[src/rtl/ysyx_23060096_issue.sv]
// In-order single-entry issue stage: decodes register usage, blocks on a busy-bit
// scoreboard (RAW and WAW), reads operands and holds one instruction for execute.
module ysyx_23060096_issue #(
  parameter int XLEN = 32,
  parameter int NREG = 32
) (
  input  logic            clk,
  input  logic            rstn,
  input  logic            in_valid,
  output logic            in_ready,
  input  logic [31:0]     in_inst,
  input  logic [XLEN-1:0] in_pc,
  output logic [4:0]      ra,
  output logic [4:0]      rb,
  input  logic [XLEN-1:0] busA,
  input  logic [XLEN-1:0] busB,
  output logic            out_valid,
  input  logic            out_ready,
  output logic [XLEN-1:0] out_pc,
  output logic [XLEN-1:0] out_src1,
  output logic [XLEN-1:0] out_src2,
  output logic [4:0]      out_rd,
  output logic            out_wen,
  output logic            out_illegal,
  output logic [31:0]     out_inst,
  input  logic            wb_valid,
  input  logic [4:0]      wb_rd,
  input  logic            flush
);

  localparam logic [6:0] OP_LUI    = 7'b0110111;
  localparam logic [6:0] OP_AUIPC  = 7'b0010111;
  localparam logic [6:0] OP_JAL    = 7'b1101111;
  localparam logic [6:0] OP_JALR   = 7'b1100111;
  localparam logic [6:0] OP_LOAD   = 7'b0000011;
  localparam logic [6:0] OP_IMM    = 7'b0010011;
  localparam logic [6:0] OP_BRANCH = 7'b1100011;
  localparam logic [6:0] OP_STORE  = 7'b0100011;
  localparam logic [6:0] OP_OP     = 7'b0110011;
  localparam logic [6:0] OP_SYSTEM = 7'b1110011;

  logic [4:0] rs1, rs2, rd;
  logic       uses_rs1, uses_rs2, writes_rd, illegal;

  assign rs1 = in_inst[19:15];
  assign rs2 = in_inst[24:20];
  assign rd  = in_inst[11:7];
  assign ra  = rs1;
  assign rb  = rs2;

  always_comb begin
    uses_rs1  = 1'b0;
    uses_rs2  = 1'b0;
    writes_rd = 1'b0;
    illegal   = 1'b0;
    case (in_inst[6:0])
      OP_LUI, OP_AUIPC, OP_JAL: writes_rd = 1'b1;
      OP_JALR, OP_LOAD, OP_IMM: begin
        uses_rs1  = 1'b1;
        writes_rd = 1'b1;
      end
      OP_BRANCH, OP_STORE: begin
        uses_rs1 = 1'b1;
        uses_rs2 = 1'b1;
      end
      OP_OP: begin
        uses_rs1  = 1'b1;
        uses_rs2  = 1'b1;
        writes_rd = 1'b1;
      end
      OP_SYSTEM: ;
      default: illegal = 1'b1;
    endcase
  end

  logic            out_valid_q, out_valid_d;
  logic [XLEN-1:0] out_pc_q, out_pc_d;
  logic [XLEN-1:0] out_src1_q, out_src1_d;
  logic [XLEN-1:0] out_src2_q, out_src2_d;
  logic [4:0]      out_rd_q, out_rd_d;
  logic            out_wen_q, out_wen_d;
  logic            out_illegal_q, out_illegal_d;
  logic [31:0]     out_inst_q, out_inst_d;

  logic [NREG-1:0] busy_q, busy_d;
  logic [NREG-1:0] rs1_hit, rs2_hit, rd_hit;
  logic            hazard, fire, new_wen, flush_kill;

  assign new_wen    = writes_rd & (rd != 5'd0);
  assign hazard     = (uses_rs1 & (|rs1_hit)) | (uses_rs2 & (|rs2_hit)) | (writes_rd & (|rd_hit));
  assign in_ready   = (~out_valid_q | out_ready) & ~hazard & ~flush;
  assign fire       = in_valid & in_ready;
  // A flushed entry never reaches writeback, so it must release its destination.
  assign flush_kill = flush & out_valid_q & out_wen_q;

  // x0 is never busy, so a zero index cannot produce a hit; set outranks clear.
  for (genvar gi = 0; gi < NREG; gi++) begin : g_busy
    assign rs1_hit[gi] = busy_q[gi] & (rs1 == 5'(gi));
    assign rs2_hit[gi] = busy_q[gi] & (rs2 == 5'(gi));
    assign rd_hit[gi]  = busy_q[gi] & (rd == 5'(gi));
    if (gi == 0) begin : g_zero
      assign busy_d[gi] = 1'b0;
    end else begin : g_reg
      assign busy_d[gi] = (fire & new_wen & (rd == 5'(gi)))
                        | (busy_q[gi] & ~((wb_valid & (wb_rd == 5'(gi)))
                                          | (flush_kill & (out_rd_q == 5'(gi)))));
    end
  end

  always_comb begin
    out_valid_d   = out_valid_q;
    out_pc_d      = out_pc_q;
    out_src1_d    = out_src1_q;
    out_src2_d    = out_src2_q;
    out_rd_d      = out_rd_q;
    out_wen_d     = out_wen_q;
    out_illegal_d = out_illegal_q;
    out_inst_d    = out_inst_q;
    if (fire) begin
      out_valid_d   = 1'b1;
      out_pc_d      = in_pc;
      out_src1_d    = (rs1 == 5'd0) ? '0 : busA;
      out_src2_d    = (rs2 == 5'd0) ? '0 : busB;
      out_rd_d      = rd;
      out_wen_d     = new_wen;
      out_illegal_d = illegal;
      out_inst_d    = in_inst;
    end else if (flush | out_ready) begin
      out_valid_d = 1'b0;
    end
  end

  always_ff @(posedge clk or negedge rstn) begin
    if (!rstn) begin
      out_valid_q   <= 1'b0;
      out_pc_q      <= '0;
      out_src1_q    <= '0;
      out_src2_q    <= '0;
      out_rd_q      <= '0;
      out_wen_q     <= 1'b0;
      out_illegal_q <= 1'b0;
      out_inst_q    <= '0;
      busy_q        <= '0;
    end else begin
      out_valid_q   <= out_valid_d;
      out_pc_q      <= out_pc_d;
      out_src1_q    <= out_src1_d;
      out_src2_q    <= out_src2_d;
      out_rd_q      <= out_rd_d;
      out_wen_q     <= out_wen_d;
      out_illegal_q <= out_illegal_d;
      out_inst_q    <= out_inst_d;
      busy_q        <= busy_d;
    end
  end

  assign out_valid   = out_valid_q;
  assign out_pc      = out_pc_q;
  assign out_src1    = out_src1_q;
  assign out_src2    = out_src2_q;
  assign out_rd      = out_rd_q;
  assign out_wen     = out_wen_q;
  assign out_illegal = out_illegal_q;
  assign out_inst    = out_inst_q;

endmodule

[config.mk]
export PLATFORM = sky130hd
export DESIGN_NAME = ysyx_23060096_issue
export DESIGN_NICKNAME = d
export VERILOG_FILES = /design/src/rtl/ysyx_23060096_issue.sv
export SDC_FILE = /design/constraint.sdc
export NUM_CORES = 1
export LEC_CHECK = 0
export ABC_AREA = 0
export BUFFER_PORTS_ARGS = -buffer_cell sky130_fd_sc_hd__buf_2
export CAP_MARGIN = 20
export CORE_MARGIN = 5
export CORE_UTILIZATION = 43
export CTS_CLUSTER_SIZE = 28
export DETAILED_ROUTE_END_ITERATION = 7
export PLACE_DENSITY = 0.78
export SLEW_MARGIN = 30
export SYNTH_ARGS = -nofsm -noshare
export SYNTH_HDL_FRONTEND = slang
export SYNTH_SLANG_ARGS = --single-unit
export TNS_END_PERCENT = 1
[constraint.sdc]
create_clock -name clk -period 3.29 [get_ports clk]
set_clock_uncertainty 0.2 [all_clocks]
set_input_delay 0.1645 -clock clk [delete_from_list [all_inputs] [get_ports clk]]
set_output_delay 0.1645 -clock clk [all_outputs]
set_load 0.05 [all_outputs]
* Word-level counts from Yosys, hierarchy flattened
Cells that the tools add are included.
Storage, ports and cells: register bits after elaboration 167, logic and storage cells 520
Cells by class: equality and inequality tests 165, reductions and logical operators 11, bitwise gates (word level) 327, muxes and demuxes 8
Operators by type and width (number):
- 5-bit equality test, second input constant | 80
- 1-bit AND | 227
- 5-bit by 4-bit equality test with 1-bit output, second input constant | 40
- 5-bit by 3-bit equality test with 1-bit output, second input constant | 20
- 31-bit OR reduction | 3
- 1-bit bitwise OR | 66
- 32-bit two-way mux | 2
- 5-bit by 2-bit equality test with 1-bit output, second input constant | 10
- 1-bit NOT | 34
- 7-bit equality test, second input constant | 4
- 5-bit by 1-bit equality test with 1-bit output, second input constant | 5
- 7-bit by 6-bit equality test with 1-bit output, second input constant | 3
- 7-bit by 5-bit equality test with 1-bit output, second input constant | 2
- 5-bit zero test | 2
- 10-bit OR reduction | 1
- 7-bit by 2-bit equality test with 1-bit output, second input constant | 1
- 7-bit OR reduction | 1
- 1-bit two-way mux | 6
- 6-bit OR reduction | 1
- 5-bit nonzero test | 1
- 3-bit OR reduction | 1
- 2-bit nonzero test | 1

* Longest topological paths before layout
word-level depth 13, mapped depth 13

* Worst setup path after synthesis
No wires, ideal clock.
path type reg2reg, start point register busy_q[1], end point register out_pc_q[0], in the netlist out_pc[0], period minus slack after synthesis 2.810 ns, arrival time 2.484 ns, setup time 0.125 ns, stages on the path, launching flop included 11, slack 0.480 ns, cells stage by stage dfrtp_1 -> mux2_4 -> a22o_1 -> a221o_1 -> a211o_1 -> o31ai_2 -> nand4b_1 -> buf_2 -> buf_6 -> buf_6 -> mux2_4
Between the ends: word-level cells in the longest chain between the ends 9, elaborated cells on any way between the ends 15, those cells by class bitwise: 12; reduce/logical: 3
RTL lines:
- from (decl) | line 85 | logic [NREG-1:0] busy_q, busy_d;
- from (signal assigned) | line 153 | busy_q <= busy_d;
- 1-bit AND, on equally long branches | line 98, 99
- 31-bit OR reduction | line 90 | assign hazard = (uses_rs1 & (|rs1_hit)) | (uses_rs2 & (|rs2_hit)) | (writes_rd & (|rd_hit));
- 1-bit AND | line 90
- 1-bit bitwise OR | line 90
- 1-bit bitwise OR (*) | line 90
- 1-bit NOT (*) | line 91 | assign in_ready = (~out_valid_q | out_ready) & ~hazard & ~flush;
- 1-bit AND (*) (2 in series) | line 91
- 1-bit AND (*) | line 92 | assign fire = in_valid & in_ready;
- to (signal assigned) | line 146 | out_pc_q <= out_pc_d;
- to (decl) | line 77 | logic [XLEN-1:0] out_pc_q, out_pc_d;
Mark *: on every way between the ends. The rest lies on a longest branch, timed or not. A chain may end at the register's enable or synchronous reset.

* Worst setup path after layout
start point input in_inst[16], end point register out_pc_q[12], in the netlist out_pc[12]
Between the ends: word-level cells in the longest chain between the ends 10, elaborated cells on any way between the ends 70, those cells by class eq/ne: 31; bitwise: 38; reduce/logical: 1
RTL lines:
- from (decl) | line 11 | input logic [31:0] in_inst,
- 5-bit by 1-bit equality test with 1-bit output (tied with other cells) | line 98 | assign rs1_hit[gi] = busy_q[gi] & (rs1 == 5'(gi));
- 1-bit AND | line 98
- 31-bit OR reduction (*) | line 90
- 1-bit AND (*) | line 90
- 1-bit bitwise OR (*) (2 in series) | line 90
- 1-bit NOT (*) | line 91
- 1-bit AND (*) (2 in series) | line 91
- 1-bit AND (*) | line 92
Marks and branches as above.

==> impl_metrics.py <==
metrics = {
    "worst_hold_path": {
        "hold_depth": 2,
        "holdPathEnd": "out_inst[23]",
        "holdCritPathClass": "input port to flop",
        "hp-start": "in_inst[23]",
    },
    "sta": {
        "hold_violations": 0,
        "slew_headroom_pct": 57.3,
        "setup-violations-final": 0,
        "min_period_ns": 3.12,
        "max_freq_mhz": 320,
        "fin_setup_tns_ns": 0,
        "post-route-period-util_pct": 94.9,
        "drv_slew": 0,
        "worst_slack_ns": 0.168,
        "worst_slew_pin_slew_ns": 0.641,
        "rsz0062_at_grt": "false",
    },
    "setup_path": {
        "r2r_cells": 10,
        "crit_path_max_incr_delay_ns": 0.54,
        "critPathSlowestCell": "dlygate4sd3_1",
        "ff2ff_setup_slack_ns": 0.23,
        "crit_path_cell_trace": "dlygate4sd3_1, clkbuf_4, buf_6, mux2i_1, mux4_2, o21ai_1, nand3_1, o31ai_1, nand4b_1, buf_6, buf_4, buf_12, mux2_2",
        "crit_arrival_ns": 3.23,
        "cpMostUsedCell": "buf_6",
        "cp-start-kind": "input port",
        "crit_fanout": 49,
        "required_ns": 3.40,
        "worstSetupEndpointType": "flop",
        "r2r-start": "busy_q[17]",
        "crit_type": "input port to flop",
        "reg2reg_to": "out_pc[9]",
    },
    "run": {
        "maxCapViolCount": 0,
    },
    "routing": {
        "wl_met2_mm": 13.6,
        "detail_route.wl_per_cell_um": 19.1,
        "dr.pass1.iters": 6,
        "antenna_left": 0,
        "wl_met3_mm": 2.52,
        "num_vias": 7845,
        "drc": 0,
        "drt-initial-drc-count": 632,
        "vias_per_cell": 5.38,
        "topRoutingLayerUsed": "met4",
        "wl_mm": 27.8,
        "wl_met1_mm": 10.5,
    },
    "cts": {
        "cts_tree": "built",
        "cts.sink_count": 162,
        "path_clk_slew_ns": 0.07,
        "clk_latency_ns": 0.43,
        "clockRootBuffer": "clkbuf_16",
        "numCtsBuffers": 17,
        "cts.path.max_buffers": 2,
        "htreeDepth": 4,
    },
    "power": {
        "p_leak_nw": 6.07,
        "p_int_mw": 3.97,
        "p_sw_mw": 2.85,
        "pwr-share-clk_pct": 28.4,
        "sequentialPowerShare_pct": 36.5,
        "combPwrFrac_pct": 35.1,
        "p_total_mw": 6.83,
        "power_density_nw_per_um2": 575,
        "vdd_drop_max_mv": 0.401,
        "p_sw_share_pct": 41.8,
    },
    "floorplan": {
        "die-width_um": 149,
        "start_util_pct": 43.4,
        "fp.dieH_um": 149,
        "dieArea_sq_um": 22300,
        "io_pins": 286,
        "core_area_sq_um": 19300,
        "num_rows": 51,
    },
    "yosys": {
        "synth_top_flop_cell": "dfrtp_1",
        "synth.largest_area_cell": "dfrtp_1",
        "ys_seq_elements": 162,
        "postSynthCellCount": 792,
        "syn_area_sq_um": 8360,
        "synth_edf_count": 0,
        "syn_area_per_cell_sq_um": 10.5,
        "synth_top_area_share_pct": 48.5,
        "synthArstFlopShare_pct": 100,
        "ys_types": 54,
        "synth_fp_nets": 931,
        "seq_area_frac_synth_pct": 48.5,
        "ys_top_cells_by_area": "dfrtp_1, mux2i_1, mux2_2",
        "yosysWarnings": 0,
    },
    "global_routing": {
        "grt_pass1_wl_mm": 43.1,
        "grt_use_total_pct": 24.5,
        "antenna_found_initial": 0,
        "grt_pass1_vias": 8159,
        "grt_overflow_total": 0,
        "grt_max_degree": 77,
    },
    "placed_design": {
        "numPortBuffers": 285,
        "postPlaceCellArea_sq_um": 9970,
        "dpl_worst_slack_ns": 0.282,
        "gp_congestion": 0.951,
        "dp_hpwl_mm": 18.2,
    },
    "layout": {
        "design_area_sq_um": 11900,
        "seqCellArea_sq_um": 4050,
        "drive_above_1_share_pct": 36.0,
        "insertedDiodeCount": 0,
        "syn2layout_area_growth_pct": 42.1,
        "multi_input_area_sq_um": 3700,
        "fill_cells": 1499,
        "final_nets": 1319,
    },
    "status": {
        "outcome": "complete, no violations",
    },
}
-- cells in the final DEF, fill, tap and decap left out, types with 3 or more instances in the layout --
master         count
buf_2            282
dfrtp_1          162
dlygate4sd3_1    125
nand2_1           84
mux2i_1           75
inv_1             70
mux2_2            62
nand3_1           45
o21ai_0           41
o221ai_1          31
buf_4             19
clkbuf_16         18
nor2_1            17
mux2_4            15
nand2b_1          14
nor2b_1            9
a21oi_1            8
nor4bb_1           7
nand4b_1           7
nand4_1            7
inv_6              7
a31oi_1            6
nand3b_1           6
and3_1             4
and4b_1            4
and3b_1            3
nor3_1             3
nor4_1             3
nor3b_1            3
and2_1             3
or2_2              3
clkinvlp_4         3
inv_8              3
buf_6              3
buf_12             3
-- cells by family after synthesis --
logic type	count (synthesis)	synth area share, %
muxes	154	20.6
and+or+nand+nor	225	14.1
AOI/OAI and AO/OA	114	9.39
buffers and inverters	137	7.41
DFF	162	48.5
-- flip-flops by register name (all words and copies together) (netlist names) --
register and cells:
out_valid 1, out_inst 28, out_wen 1, busy_q 31, out_src2 32, out_pc 32
out_rd 4, out_src1 32, out_illegal 1
-- layer usage --
layer | vias up | track usage (%)
li1 | 3550 | -
met1 | 3769 | 29.8
met2 | 442 | 41.2
met3 | 84 | 6.81
met4 | 0 | 10.3
met5 | - | 0
-- worst max-delay path by stage --
stage	from	endpoint	slack (ns)	cells past startpoint
2_1_floorplan	busy_q[1]	out_pc[0]	0.48	10
3_3_place_gp	in_inst[11]	out_pc[11]	0.31	10
3_5_place_dp	in_inst[11]	out_pc[5]	0.28	10
4_1_cts	in_inst[16]	out_valid	0.02	13
5_1_grt	in_inst[16]	out_pc[12]	0.04	12
6_report	in_inst[16]	out_pc[12]	0.17	13
-- synth_stat cells, drive strengths merged, types with 3 or more instances --
| cell type | count |
|---|---|
| and4b | 4 |
| and3b | 3 |
| nor2b | 9 |
| clkbuf | 30 |
| o31ai | 3 |
| inv | 70 |
| nand3 | 45 |
| a31oi | 6 |
| mux2 | 77 |
| a21oi | 9 |
| nor4 | 3 |
| nand3b | 6 |
| dfrtp | 162 |
| nor3 | 3 |
| nor4bb | 7 |
| and3 | 4 |
| or2 | 3 |
| nand2 | 84 |
| nand2b | 14 |
| buf | 37 |
| nor3b | 3 |
| nand4b | 7 |
| nor2 | 17 |
| nand4 | 7 |
| and2 | 3 |
| o221ai | 31 |
| mux2i | 75 |
| o21ai | 42 |
-- what timing repair did --
| action | CTS | global route |
|---|---|---|
| hold buffers | 125 | 1 |
| endpoints found under the hold margin | 191 | 1 |
| endpoints found under the setup margin | 0 | 1 |
| buffers inserted | 0 | 5 |
| gates resized for setup | 0 | 8 |
-- power by group through the flow --
stage | registers [mW] | logic [mW] | clock network, mW
CTS | 2.48 | 2.37 | 1.97
detailed placement | 2.51 | 2.25 | 0
finish | 2.49 | 2.40 | 1.94
global placement | 2.50 | 2.22 | 0
floorplan | 3.55 | 0.593 | 0
global route | 2.52 | 2.52 | 2.06
-- critical path: cells and delay by family --
kind,cells,cell delay [ns]
compound gates,2,0.26
buf+inv,6,1.44
mux,3,1.02
simple gates,2,0.30
-- cell type report --
type | count | share of cell area [%]
Sequential cell | 162 | 34.1
Multi-Input combinational cell | 493 | 31.2
Timing Repair Buffer | 436 | 25.0
Clock buffer | 17 | 3.58
Tap cell | 265 | 2.79
Inverter | 70 | 2.21
Clock inverter | 14 | 1.13
-- through the flow --
step / hold slack, ns / util (%) / std cells
after detailed placement: 0.00672 / 51.7 / 1295
after global routing: 0.0358 / 61.6 / 1457
final: 0.0237 / 61.6 / 1457
after floorplan: -0.331 / - / 792
after global placement: 0.00808 / 51.7 / 1295
after CTS: 0.00295 / 61.1 / 1451
No activity file was read; power rests on OpenSTA's default activity.
